--- src/rtl/kronos_id_queue.sv ---
// kronos_id_queue: RV32I decode stage feeding a DEPTH-entry queue of decoded
// instructions, with a pending-write scoreboard (x1..x31) so that queued
// instructions never capture stale operands.
// Optional feature macro: KRONOS_ID_M_EXT_EN (RV32M OP encodings decode as class 6).
// Handshakes (fetch_vld/fetch_rdy and decode_vld/decode_rdy): a transfer occurs on
// a rising clk edge where vld and rdy are both high; while vld & ~rdy the producer
// holds vld and its payload stable; rdy never depends on the same interface's vld.
module kronos_id_queue #(
   parameter int DEPTH               = 2,
   parameter int CATCH_ILLEGAL_INSTR = 1
) (
   input  logic        clk,
   input  logic        rst,
   input  logic        flush,
   input  logic [31:0] fetch_pc,
   input  logic [31:0] fetch_ir,
   input  logic [31:0] immediate,
   input  logic [31:0] regrd_rs1,
   input  logic [31:0] regrd_rs2,
   input  logic        fetch_vld,
   output logic        fetch_rdy,
   output logic [31:0] decode_pc,
   output logic [31:0] decode_ir,
   output logic [31:0] decode_op1,
   output logic [31:0] decode_op2,
   output logic [3:0]  decode_aluop,
   output logic [2:0]  decode_class,
   output logic [4:0]  decode_rd,
   output logic        decode_illegal,
   output logic        decode_vld,
   input  logic        decode_rdy,
   input  logic [31:0] regwr_data,
   input  logic [4:0]  regwr_sel,
   input  logic        regwr_en
);
   localparam int          AW       = $clog2(DEPTH);
   localparam logic [AW:0] CNT_FULL = (AW+1)'(DEPTH);

   localparam logic [6:0] OPC_LUI      = 7'b0110111;
   localparam logic [6:0] OPC_AUIPC    = 7'b0010111;
   localparam logic [6:0] OPC_JAL      = 7'b1101111;
   localparam logic [6:0] OPC_JALR     = 7'b1100111;
   localparam logic [6:0] OPC_BRANCH   = 7'b1100011;
   localparam logic [6:0] OPC_LOAD     = 7'b0000011;
   localparam logic [6:0] OPC_STORE    = 7'b0100011;
   localparam logic [6:0] OPC_OPIMM    = 7'b0010011;
   localparam logic [6:0] OPC_OP       = 7'b0110011;
   localparam logic [6:0] OPC_MISC_MEM = 7'b0001111;
   localparam logic [6:0] OPC_SYSTEM   = 7'b1110011;

   localparam logic [2:0] CLS_ALU    = 3'd0;
   localparam logic [2:0] CLS_JUMP   = 3'd1;
   localparam logic [2:0] CLS_BRANCH = 3'd2;
   localparam logic [2:0] CLS_LOAD   = 3'd3;
   localparam logic [2:0] CLS_STORE  = 3'd4;
   localparam logic [2:0] CLS_SYSTEM = 3'd5;
   localparam logic [2:0] CLS_MULDIV = 3'd6;

   typedef struct packed {
      logic [31:0] pc;
      logic [31:0] ir;
      logic [31:0] op1;
      logic [31:0] op2;
      logic [3:0]  aluop;
      logic [2:0]  cls;
      logic [4:0]  rd;
      logic        ill;
   } entry_t;

   entry_t        r_q [DEPTH];
   logic [AW-1:0] r_wr_ptr;
   logic [AW-1:0] r_rd_ptr;
   logic [AW:0]   r_count;
   logic [31:0]   r_pending;

   logic [6:0]  w_opcode;
   logic [2:0]  w_f3;
   logic [6:0]  w_f7;
   logic [4:0]  w_rs1;
   logic [4:0]  w_rs2;
   logic        w_fwd1;
   logic        w_fwd2;
   logic [31:0] w_rs1_data;
   logic [31:0] w_rs2_data;
   logic [31:0] w_op1;
   logic [31:0] w_op2;
   logic [3:0]  w_aluop;
   logic [2:0]  w_class;
   logic        w_wr_rd;
   logic        w_use1;
   logic        w_use2;
   logic        w_legal;
   logic [4:0]  w_rd;
   logic        w_hazard;
   logic        w_waw;
   logic        w_push;
   logic        w_pop;
   entry_t      w_entry;
   logic [31:0] w_pending_nxt;

   assign w_opcode = fetch_ir[6:0];
   assign w_f3     = fetch_ir[14:12];
   assign w_f7     = fetch_ir[31:25];
   assign w_rs1    = fetch_ir[19:15];
   assign w_rs2    = fetch_ir[24:20];

   // Writeback forwarding: a register being written this cycle is taken from the write port.
   assign w_fwd1     = regwr_en && (regwr_sel == w_rs1) && (w_rs1 != 5'd0);
   assign w_fwd2     = regwr_en && (regwr_sel == w_rs2) && (w_rs2 != 5'd0);
   assign w_rs1_data = w_fwd1 ? regwr_data : regrd_rs1;
   assign w_rs2_data = w_fwd2 ? regwr_data : regrd_rs2;

   // Instruction decode: operands, ALU op, class, register usage and legality.
   always_comb begin
      w_op1   = fetch_pc;
      w_op2   = 32'd4;
      w_aluop = 4'd0;
      w_class = CLS_ALU;
      w_wr_rd = 1'b0;
      w_use1  = 1'b0;
      w_use2  = 1'b0;
      w_legal = 1'b0;
      case (w_opcode)
         OPC_LUI: begin
            w_op1 = 32'd0; w_op2 = immediate; w_wr_rd = 1'b1; w_legal = 1'b1;
         end
         OPC_AUIPC: begin
            w_op2 = immediate; w_wr_rd = 1'b1; w_legal = 1'b1;
         end
         OPC_JAL: begin
            w_class = CLS_JUMP; w_wr_rd = 1'b1; w_legal = 1'b1;
         end
         OPC_JALR: begin
            w_class = CLS_JUMP; w_wr_rd = 1'b1; w_use1 = 1'b1;
            w_legal = (w_f3 == 3'b000);
         end
         OPC_BRANCH: begin
            w_class = CLS_BRANCH; w_op1 = w_rs1_data; w_op2 = w_rs2_data;
            w_use1 = 1'b1; w_use2 = 1'b1;
            w_legal = (w_f3[2:1] != 2'b01);
         end
         OPC_LOAD: begin
            w_class = CLS_LOAD; w_op1 = w_rs1_data; w_op2 = immediate;
            w_use1 = 1'b1; w_wr_rd = 1'b1;
            w_legal = (w_f3 inside {3'b000, 3'b001, 3'b010, 3'b100, 3'b101});
         end
         OPC_STORE: begin
            w_class = CLS_STORE; w_op1 = w_rs1_data; w_op2 = w_rs2_data;
            w_use1 = 1'b1; w_use2 = 1'b1;
            w_legal = (w_f3 inside {3'b000, 3'b001, 3'b010});
         end
         OPC_OPIMM: begin
            w_op1 = w_rs1_data; w_op2 = immediate; w_use1 = 1'b1; w_wr_rd = 1'b1;
            if (w_f3 == 3'b001) begin
               w_aluop = {w_f7[5], w_f3};
               w_legal = (w_f7 == 7'h00);
            end else if (w_f3 == 3'b101) begin
               w_aluop = {w_f7[5], w_f3};
               w_legal = (w_f7 == 7'h00) || (w_f7 == 7'h20);
            end else begin
               w_aluop = {1'b0, w_f3};
               w_legal = 1'b1;
            end
         end
         OPC_OP: begin
            w_op1 = w_rs1_data; w_op2 = w_rs2_data;
            w_use1 = 1'b1; w_use2 = 1'b1; w_wr_rd = 1'b1;
            w_aluop = {w_f7[5], w_f3};
            w_legal = (w_f7 == 7'h00) ||
                      ((w_f7 == 7'h20) && ((w_f3 == 3'b000) || (w_f3 == 3'b101)));
`ifdef KRONOS_ID_M_EXT_EN
            if (w_f7 == 7'h01) begin
               w_class = CLS_MULDIV; w_aluop = {1'b0, w_f3}; w_legal = 1'b1;
            end
`endif
         end
         OPC_MISC_MEM: begin
            // FENCE and FENCE.I
            w_class = CLS_SYSTEM;
            w_legal = (w_f3 == 3'b000) || (w_f3 == 3'b001);
         end
         OPC_SYSTEM: begin
            w_class = CLS_SYSTEM;
            if (w_f3 == 3'b000) begin
               // ECALL, EBREAK, MRET, WFI are the only accepted privileged words
               w_legal = (fetch_ir == 32'h0000_0073) || (fetch_ir == 32'h0010_0073) ||
                         (fetch_ir == 32'h3020_0073) || (fetch_ir == 32'h1050_0073);
            end else if (w_f3 != 3'b100) begin
               // CSR access; only the register forms (funct3 001..011) read rs1
               w_wr_rd = 1'b1; w_use1 = ~w_f3[2]; w_legal = 1'b1;
            end
         end
         default: ;
      endcase
   end

   assign w_rd     = w_wr_rd ? fetch_ir[11:7] : 5'd0;
   assign w_hazard = (w_use1 && r_pending[w_rs1] && !w_fwd1) ||
                     (w_use2 && r_pending[w_rs2] && !w_fwd2);
   assign w_waw    = (w_rd != 5'd0) && r_pending[w_rd];
   assign w_pop    = decode_vld && decode_rdy;
   assign fetch_rdy = ((r_count < CNT_FULL) || w_pop) && !w_hazard && !w_waw && !flush;
   assign w_push   = fetch_vld && fetch_rdy;

   assign w_entry.pc    = fetch_pc;
   assign w_entry.ir    = fetch_ir;
   assign w_entry.op1   = w_op1;
   assign w_entry.op2   = w_op2;
   assign w_entry.aluop = w_aluop;
   assign w_entry.cls   = w_class;
   assign w_entry.rd    = w_rd;
   assign w_entry.ill   = (CATCH_ILLEGAL_INSTR != 0) && !w_legal;

   // Scoreboard next state: flush releases queued writers, writeback clears, enqueue sets (set wins).
   always_comb begin
      w_pending_nxt = r_pending;
      if (flush) begin
         for (int k = 0; k < DEPTH; k++) begin
            if (k < int'(r_count)) w_pending_nxt[r_q[r_rd_ptr + AW'(k)].rd] = 1'b0;
         end
      end
      if (regwr_en) w_pending_nxt[regwr_sel] = 1'b0;
      if (w_push)   w_pending_nxt[w_rd]      = 1'b1;
      w_pending_nxt[0] = 1'b0;
   end

   // Scoreboard register.
   always_ff @(posedge clk) begin
      if (rst) r_pending <= '0;
      else     r_pending <= w_pending_nxt;
   end

   // Queue storage, pointers and occupancy.
   always_ff @(posedge clk) begin
      if (rst) begin
         r_count  <= '0;
         r_wr_ptr <= '0;
         r_rd_ptr <= '0;
         for (int i = 0; i < DEPTH; i++) r_q[i] <= '0;
      end else if (flush) begin
         r_count  <= '0;
         r_wr_ptr <= '0;
         r_rd_ptr <= '0;
      end else begin
         if (w_push) begin
            r_q[r_wr_ptr] <= w_entry;
            r_wr_ptr      <= r_wr_ptr + AW'(1);
         end
         if (w_pop) r_rd_ptr <= r_rd_ptr + AW'(1);
         case ({w_push, w_pop})
            2'b10:   r_count <= r_count + (AW+1)'(1);
            2'b01:   r_count <= r_count - (AW+1)'(1);
            default: ;
         endcase
      end
   end

   assign decode_vld     = (r_count != '0);
   assign decode_pc      = r_q[r_rd_ptr].pc;
   assign decode_ir      = r_q[r_rd_ptr].ir;
   assign decode_op1     = r_q[r_rd_ptr].op1;
   assign decode_op2     = r_q[r_rd_ptr].op2;
   assign decode_aluop   = r_q[r_rd_ptr].aluop;
   assign decode_class   = r_q[r_rd_ptr].cls;
   assign decode_rd      = r_q[r_rd_ptr].rd;
   assign decode_illegal = r_q[r_rd_ptr].ill;

endmodule

--- config.mk ---
export PLATFORM = sky130hd
export DESIGN_NAME = kronos_id_queue
export DESIGN_NICKNAME = d
export VERILOG_FILES = /design/src/rtl/kronos_id_queue.sv
export SDC_FILE = /design/constraint.sdc
export NUM_CORES = 1
export LEC_CHECK = 0
export BUFFER_PORTS_ARGS = -buffer_cell sky130_fd_sc_hd__buf_2
export CORE_MARGIN = 5
export CORE_UTILIZATION = 55
export CTS_CLUSTER_SIZE = 12
export DETAILED_ROUTE_END_ITERATION = 12
export PLACE_DENSITY_LB_ADDON = 0.08
export SKIP_LAST_GASP = 1
export SLEW_MARGIN = 20
export SYNTH_ARGS = -nofsm -noshare
export SYNTH_HDL_FRONTEND = slang
export SYNTH_SLANG_ARGS = --single-unit
export TNS_END_PERCENT = 100
--- constraint.sdc ---
create_clock -name clk -period 8.4 [get_ports clk]
set_clock_uncertainty 0.2 [all_clocks]
set_input_delay 1.26 -clock clk [delete_from_list [all_inputs] [get_ports clk]]
set_output_delay 1.26 -clock clk [all_outputs]
set_load 0.005 [all_outputs]
### After elaboration in Yosys (flattened, before gate mapping)

Memory sizes are Yosys's and may differ from the RTL's. A register that Yosys moved wholly into a read port is not among the register bits.
Index checks and enable logic that the tools add are counted.
Widths: inputs -> output; s select.

* memory bits (writable): 282
* memories: 1
* register bits after elaboration: 36
* logic and storage cells: 162

Memory list
* r_q: depth 2, width 141, rd ports 2, clocked after Yosys merged registers in 1, wr ports 2, RTL line 70 `entry_t r_q [DEPTH];`

* multiplexer cells: 52
* add/subtract/negate cells: 4
* equal/unequal tests: 26
* reductions and logical operators: 53
* bitwise logic cells: 8
* magnitude comparators: 13

Operator list (number)
* $mux 32: 8
* $mux 141: 1
* $reduce_or 141->1: 1
* $pmux 32 s2: 2
* $and 32x32->32: 3
* $not 32->32: 3
* $lt 5x6->1 const B: 6
* $eq 32x21->1 const B: 1
* $eq 32x29->1 const B: 1
* $eq 32x30->1 const B: 1
* $eq 32x7->1 const B: 1
* $or 32x32->32: 1
* $eq 7x6->1 const B: 4
* $eq 7x7->1 const B: 4
* $mux 1: 25
* $demux 1 s5: 4
* $ge 5x1->1 const B: 4
* $reduce_bool 5->1: 4
* $logic_and 1x1->1: 19
* $bmux 1 s5: 3
* $pmux 3 s5: 1
* $eq 7x5->1 const B: 2
* $eq 5x5->1: 2
* $logic_or 1x1->1: 9
* other kinds (32): 46

### Depth between registers and ports, before layout

* depth after elaboration: 18
* gate-level depth with buffers: 16

### Least setup slack after synthesis

OpenSTA, ideal clock, no wires.

* kind: input to register
* from: input fetch_ir[22]
* to: memory r_q[0][0] in the netlist's numbering, enable pin
* buffers on the path: 4
* stages: 12
* slack: 0.884 ns
* arrival: 6.801 ns
* data required time: 7.685 ns
* cell sequence: clkbuf_1 -> buf_1 -> xnor2_1 -> nand2_1 -> a211oi_1 -> a311oi_1 -> a2111oi_2 -> nand2_2 -> inv_2 -> buf_4 -> buf_4 -> a31o_1

RTL lines
* from (decl): RTL line 16 `input logic [31:0] fetch_ir,`
* to (decl): RTL line 70

### Worst setup path after layout

* from: input fetch_ir[16]
* to: output fetch_rdy

* word-level cells in the longest chain between the ends: 10
* elaborated cells between the ends (all ways): 14
* those cells by class: eq/ne (1); mux (2); reduce/logical (11)

Ends and longest elaborated chain
* branches (longest 4 deep; another with $bmux 1 s5)
* $logic_and 1x1->1 (*): RTL line 198 `assign w_hazard = (w_use1 && r_pending[w_rs1] && !w_fwd1) ||`
* $logic_or 1x1->1 (*): RTL line 198
* $logic_not 1->1 (*): RTL line 202 `assign fetch_rdy = ((r_count < CNT_FULL) || w_pop) && !w_hazard && !w_waw && !flush;`
* $logic_and 1x1->1 (*) (3 in series): RTL line 202
* to (decl): RTL line 21 `output logic fetch_rdy,`

Mark *: on every way between the ends. The select of a mux whose other input is x is not followed.

==> metrics.txt <==
# TYPE chip_impl_metric gauge
chip_impl_metric{name="timing.critical_path.required",unit="ns"} 6.94
chip_impl_info{name="worstSetupEndpointType",value="primary output"} 1
chip_impl_metric{name="power.density_cell_area",unit="nW/um2"} 184
chip_impl_metric{name="cp.buffers_inverters",unit=""} 5
chip_impl_metric{name="die_w",unit="um"} 186
chip_impl_metric{name="row_count",unit=""} 64
chip_impl_metric{name="initial_utilization",unit="%"} 55.8
chip_impl_metric{name="design.portCount",unit=""} 346
chip_impl_metric{name="globalplace.congestion",unit=""} 0.964
chip_impl_metric{name="switching_share",unit="%"} 24.9
chip_impl_metric{name="post_drt_via_cell_ratio",unit=""} 6.39
chip_impl_info{name="rsz0062_at_grt",value="no"} 1
chip_impl_metric{name="area_growth_syn_to_layout",unit="%"} 17.5
chip_impl_metric{name="placeableCoreArea",unit="um2"} 30700
chip_impl_metric{name="max_slew.worst_pin.slew",unit="ns"} 1.16
chip_impl_metric{name="postCtsSetupRepairBufs",unit=""} 0
chip_impl_metric{name="n_fill_cell",unit=""} 2448
chip_impl_info{name="critical_path.reg2reg.endpoint",value="r_q[0][65]$_SDFFCE_PN0P_"} 1
chip_impl_info{name="cp_top_family",value="buffers and inverters"} 1
chip_impl_metric{name="place_hpwl",unit="mm"} 37.6
chip_impl_metric{name="final_clock_period_utilization_by_the_worst_path",unit="%"} 76.4
chip_impl_metric{name="number_of_flops_mapped_to_enable_cells_by_yosys",unit=""} 282
chip_impl_metric{name="p_switching",unit="W"} 0.000921
chip_impl_metric{name="ff2ff_setup_slack",unit="ns"} 3.49
chip_impl_metric{name="place.port_buffers",unit=""} 345
chip_impl_info{name="regToRegStartpoint",value="r_pending[28]$_SDFF_PP0_"} 1
chip_impl_metric{name="drt.antenna.violating_nets",unit=""} 0
chip_impl_metric{name="synth_fp_nets",unit=""} 1697
chip_impl_metric{name="sequential_area_share_after_synthesis",unit="%"} 53.7
chip_impl_metric{name="async_reset_ff_share",unit="%"} 0
chip_impl_metric{name="quantity_of_hold_fixing_buffers_added_after_cts",unit=""} 0
chip_impl_metric{name="clk_pin_slew",unit="ns"} 0.05
chip_impl_metric{name="chipHeight",unit="um"} 186
chip_impl_metric{name="cts-buffers-inserted",unit=""} 35
chip_impl_metric{name="critPathMaxFanout",unit=""} 82
chip_impl_metric{name="max_cap_viol_count",unit=""} 0
chip_impl_info{name="run_status",value="finished, final reports clean"} 1
chip_impl_metric{name="timing.hold.worst_path_depth",unit=""} 2
chip_impl_info{name="critPathSlowestCell",value="sky130_fd_sc_hd__a2111oi_2"} 1
chip_impl_metric{name="p_clk_share",unit="%"} 37.8
chip_impl_metric{name="final_net_count",unit=""} 1964
chip_impl_metric{name="maxClockFrequency",unit="MHz"} 156
chip_impl_metric{name="drtIter0Drc",unit=""} 1669
chip_impl_info{name="most_common_library_cells_after_synthesis",value="sky130_fd_sc_hd__edfxtp_1 (282), sky130_fd_sc_hd__nor3_1 (173), sky130_fd_sc_hd__mux2_2 (143)"} 1
chip_impl_metric{name="setup_violations",unit=""} 0
chip_impl_metric{name="cts_buffer_depth",unit=""} 3
chip_impl_metric{name="irDropWorstVdd",unit="mV"} 0.134
chip_impl_metric{name="htreeDepth",unit=""} 2
chip_impl_metric{name="cell_internal_pwr",unit="W"} 0.00278
chip_impl_metric{name="grt_max_degree",unit=""} 90
chip_impl_metric{name="postCtsResizedCells",unit=""} 0
chip_impl_metric{name="power_frac_comb",unit="%"} 12.7
chip_impl_info{name="synth.most_common_cell",value="sky130_fd_sc_hd__edfxtp_1"} 1
chip_impl_info{name="min_path_type",value="reg -> reg"} 1
chip_impl_metric{name="final_count_of_pins_violating_max_slew",unit=""} 0
chip_impl_metric{name="die_area",unit="um2"} 34700
chip_impl_info{name="hold_start",value="r_count[0]$_SDFFE_PP0P_"} 1
chip_impl_metric{name="reg2regPathDepth",unit=""} 11
chip_impl_metric{name="yosys_register_bits",unit=""} 318
chip_impl_metric{name="grt_overflow_total",unit=""} 0
chip_impl_metric{name="worstPathArrival",unit="ns"} 4.96
chip_impl_metric{name="grt_pass1_wl",unit="mm"} 81.9
chip_impl_metric{name="avgRoutedWirePerCell",unit="um"} 24.9
chip_impl_metric{name="clock_sinks",unit=""} 318
chip_impl_metric{name="worst_skew_pair.late_latency",unit="ns"} 0.52
chip_impl_metric{name="detail_route.first_pass.iterations",unit=""} 5
chip_impl_metric{name="power.leakage",unit="nW"} 7.92
chip_impl_metric{name="synthesis.area",unit="um2"} 17100
chip_impl_info{name="synth.top_cells.by_area",value="sky130_fd_sc_hd__edfxtp_1 (50%), sky130_fd_sc_hd__mux2_2 (9.4%), sky130_fd_sc_hd__nor3_1 (5.1%), sky130_fd_sc_hd__mux2i_1 (4.4%), sky130_fd_sc_hd__and3_1 (4.3%)"} 1
chip_impl_metric{name="synth-warning-count",unit=""} 0
chip_impl_metric{name="synth_top_area_share",unit="%"} 49.5
chip_impl_metric{name="initial_antenna_violation_count",unit=""} 7
chip_impl_metric{name="post_route_minimum_period",unit="ns"} 6.42
chip_impl_info{name="synth_top_cell_by_area",value="sky130_fd_sc_hd__edfxtp_1"} 1
chip_impl_info{name="tritoncts",value="done"} 1
chip_impl_info{name="timing_worst_setup_path_type",value="in -> out"} 1
chip_impl_metric{name="grt_pass1_vias",unit=""} 13500
chip_impl_info{name="critical_path.cell_chain",value="buf_2, or4_1, nand2_1, a211oi_4, buf_4, a2111oi_0, a2111oi_2, nand2_8, clkinv_2, buf_4, buf_2"} 1
chip_impl_metric{name="netlist_instances",unit=""} 1491
chip_impl_metric{name="final.setup.tns",unit="ns"} 0
chip_impl_metric{name="fin_hold_ws",unit="ns"} 0.375
chip_impl_metric{name="timing.slew.headroom",unit="%"} 21.9
chip_impl_metric{name="wl",unit="mm"} 54.4
chip_impl_metric{name="layout-drive-gt1-share",unit="%"} 33.0
chip_impl_info{name="capture_endpoint_of_the_worst_hold_path",value="r_count[0]$_SDFFE_PP0P_"} 1
chip_impl_metric{name="reg_power_share",unit="%"} 49.5
chip_impl_metric{name="remaining_drcs",unit=""} 0
chip_impl_metric{name="timing.final.hold_violations",unit=""} 0
chip_impl_info{name="cts_root_buffer",value="sky130_fd_sc_hd__clkbuf_16"} 1
chip_impl_metric{name="max_stage_delay",unit="ns"} 0.74
chip_impl_metric{name="syn_area_per_cell",unit="um2"} 11.5
chip_impl_info{name="ys_dominant_reg_cell",value="sky130_fd_sc_hd__edfxtp_1"} 1
chip_impl_metric{name="routed-via-count",unit=""} 13900
chip_impl_metric{name="groute.usage.overall",unit="%"} 29.7
chip_impl_metric{name="synth.lib_cells_used.distinct",unit=""} 64
chip_impl_metric{name="total_power",unit="W"} 0.00370
chip_impl_info{name="critical_path.startpoint_type",value="primary input"} 1
-- registers in the layout (all words and copies together), names as in the netlist, named ones only --
register	cells
r_pending	31
r_q	282
r_count	2
r_rd_ptr	1
r_wr_ptr	1
-- power groups by stage --
stage | clock, W | combinational (W) | sequential [W]
global placement | 0 | 0.000460 | 0.00186
floorplan | 0 | 0.000257 | 0.00186
global route | 0.00148 | 0.000502 | 0.00184
finish | 0.00140 | 0.000469 | 0.00183
CTS | 0.00141 | 0.000466 | 0.00183
detailed placement | 0 | 0.000463 | 0.00186
-- metal layers --
| layer | track usage [%] | wire, um | vias to the layer above |
|---|---|---|---|
| met4 | 7.40 | 1230 | 6 |
| met5 | 0 | 44 | - |
| met3 | 6.58 | 5450 | 92 |
| met1 | 44.6 | 23300 | 6801 |
| li1 | - | - | 6241 |
| met2 | 44.1 | 24400 | 794 |
-- worst max path at each step --
stage	from	to	slack, ns	cells past startpoint
global route	fetch_ir[16]	fetch_rdy	1.67	11
floorplan	fetch_ir[22]	r_q[0][0]$_SDFFCE_PN0P_	0.88	12
finish	fetch_ir[16]	fetch_rdy	1.98	11
CTS	fetch_ir[16]	fetch_rdy	1.96	11
detailed placement	fetch_ir[16]	r_q[0][88]$_SDFFCE_PN0P_	1.84	12
global placement	fetch_ir[16]	r_q[0][98]$_SDFFCE_PN0P_	1.91	12
-- worst min-delay path, cell delays in order, from the launching register on --
cell	delay [ns]
sky130_fd_sc_hd__dfxtp_1	0.34
sky130_fd_sc_hd__xor2_1	0.14
sky130_fd_sc_hd__nor3_1	0.05
-- cell type report --
cell class,instances,area [um2],share of cell area (%)
timing repair buffer,362,1890,9.41
tap,396,495,2.47
inverter,22,83.8,0.417
antenna,4,10.0,0.0498
clock buffer,48,956,4.76
sequential,318,9190,45.8
multi-input combinational,1019,7390,36.8
clock inverter,10,68.8,0.343
-- stage by stage --
step | area [um2] | setup WS [ns] | instances | utilization, %
final | 20100 | 1.98 | 2179 | 65.5
after global routing | 20100 | 1.67 | 2178 | 65.5
after CTS | 20000 | 1.96 | 2174 | 65.3
after detailed placement | 19000 | 1.84 | 2116 | 62.0
after global placement | 19000 | 1.91 | 2116 | 62.0
after floorplan | 17100 | 0.884 | 1491 | -
-- placed cells by master (no fill, tap or decap), types with 11 or more instances in the layout --
cell type	netlist	final
sky130_fd_sc_hd__nand2b_1	42	42
sky130_fd_sc_hd__o22ai_1	35	35
sky130_fd_sc_hd__buf_2	22	345
sky130_fd_sc_hd__edfxtp_1	282	282
sky130_fd_sc_hd__buf_4	6	14
sky130_fd_sc_hd__inv_1	21	21
sky130_fd_sc_hd__mux2_2	143	143
sky130_fd_sc_hd__nand3_1	12	12
sky130_fd_sc_hd__clkbuf_16	0	36
sky130_fd_sc_hd__clkbuf_1	97	11
sky130_fd_sc_hd__nor3_1	173	173
sky130_fd_sc_hd__a21oi_1	71	71
sky130_fd_sc_hd__a221oi_1	30	30
sky130_fd_sc_hd__dfxtp_1	36	35
sky130_fd_sc_hd__nor2_1	101	99
sky130_fd_sc_hd__a31o_1	31	29
sky130_fd_sc_hd__and3_1	118	118
sky130_fd_sc_hd__nand2_1	58	56
sky130_fd_sc_hd__mux4_2	18	18
sky130_fd_sc_hd__mux2i_1	76	76
-- logic make-up (layout without fill, tap and decap cells) --
family | Yosys count | in the layout | synth area share [%]
simple gates | 548 | 548 | 16.6
flops | 318 | 318 | 53.7
mux | 237 | 237 | 16.2
compound gates | 218 | 218 | 8.85
buf+inv | 154 | 442 | 3.67
xor+xnor | 13 | 13 | 0.666
fa+ha+maj | 3 | 3 | 0.220
other cells | 0 | 4 | 0
(Power assumes the default switching activity.)
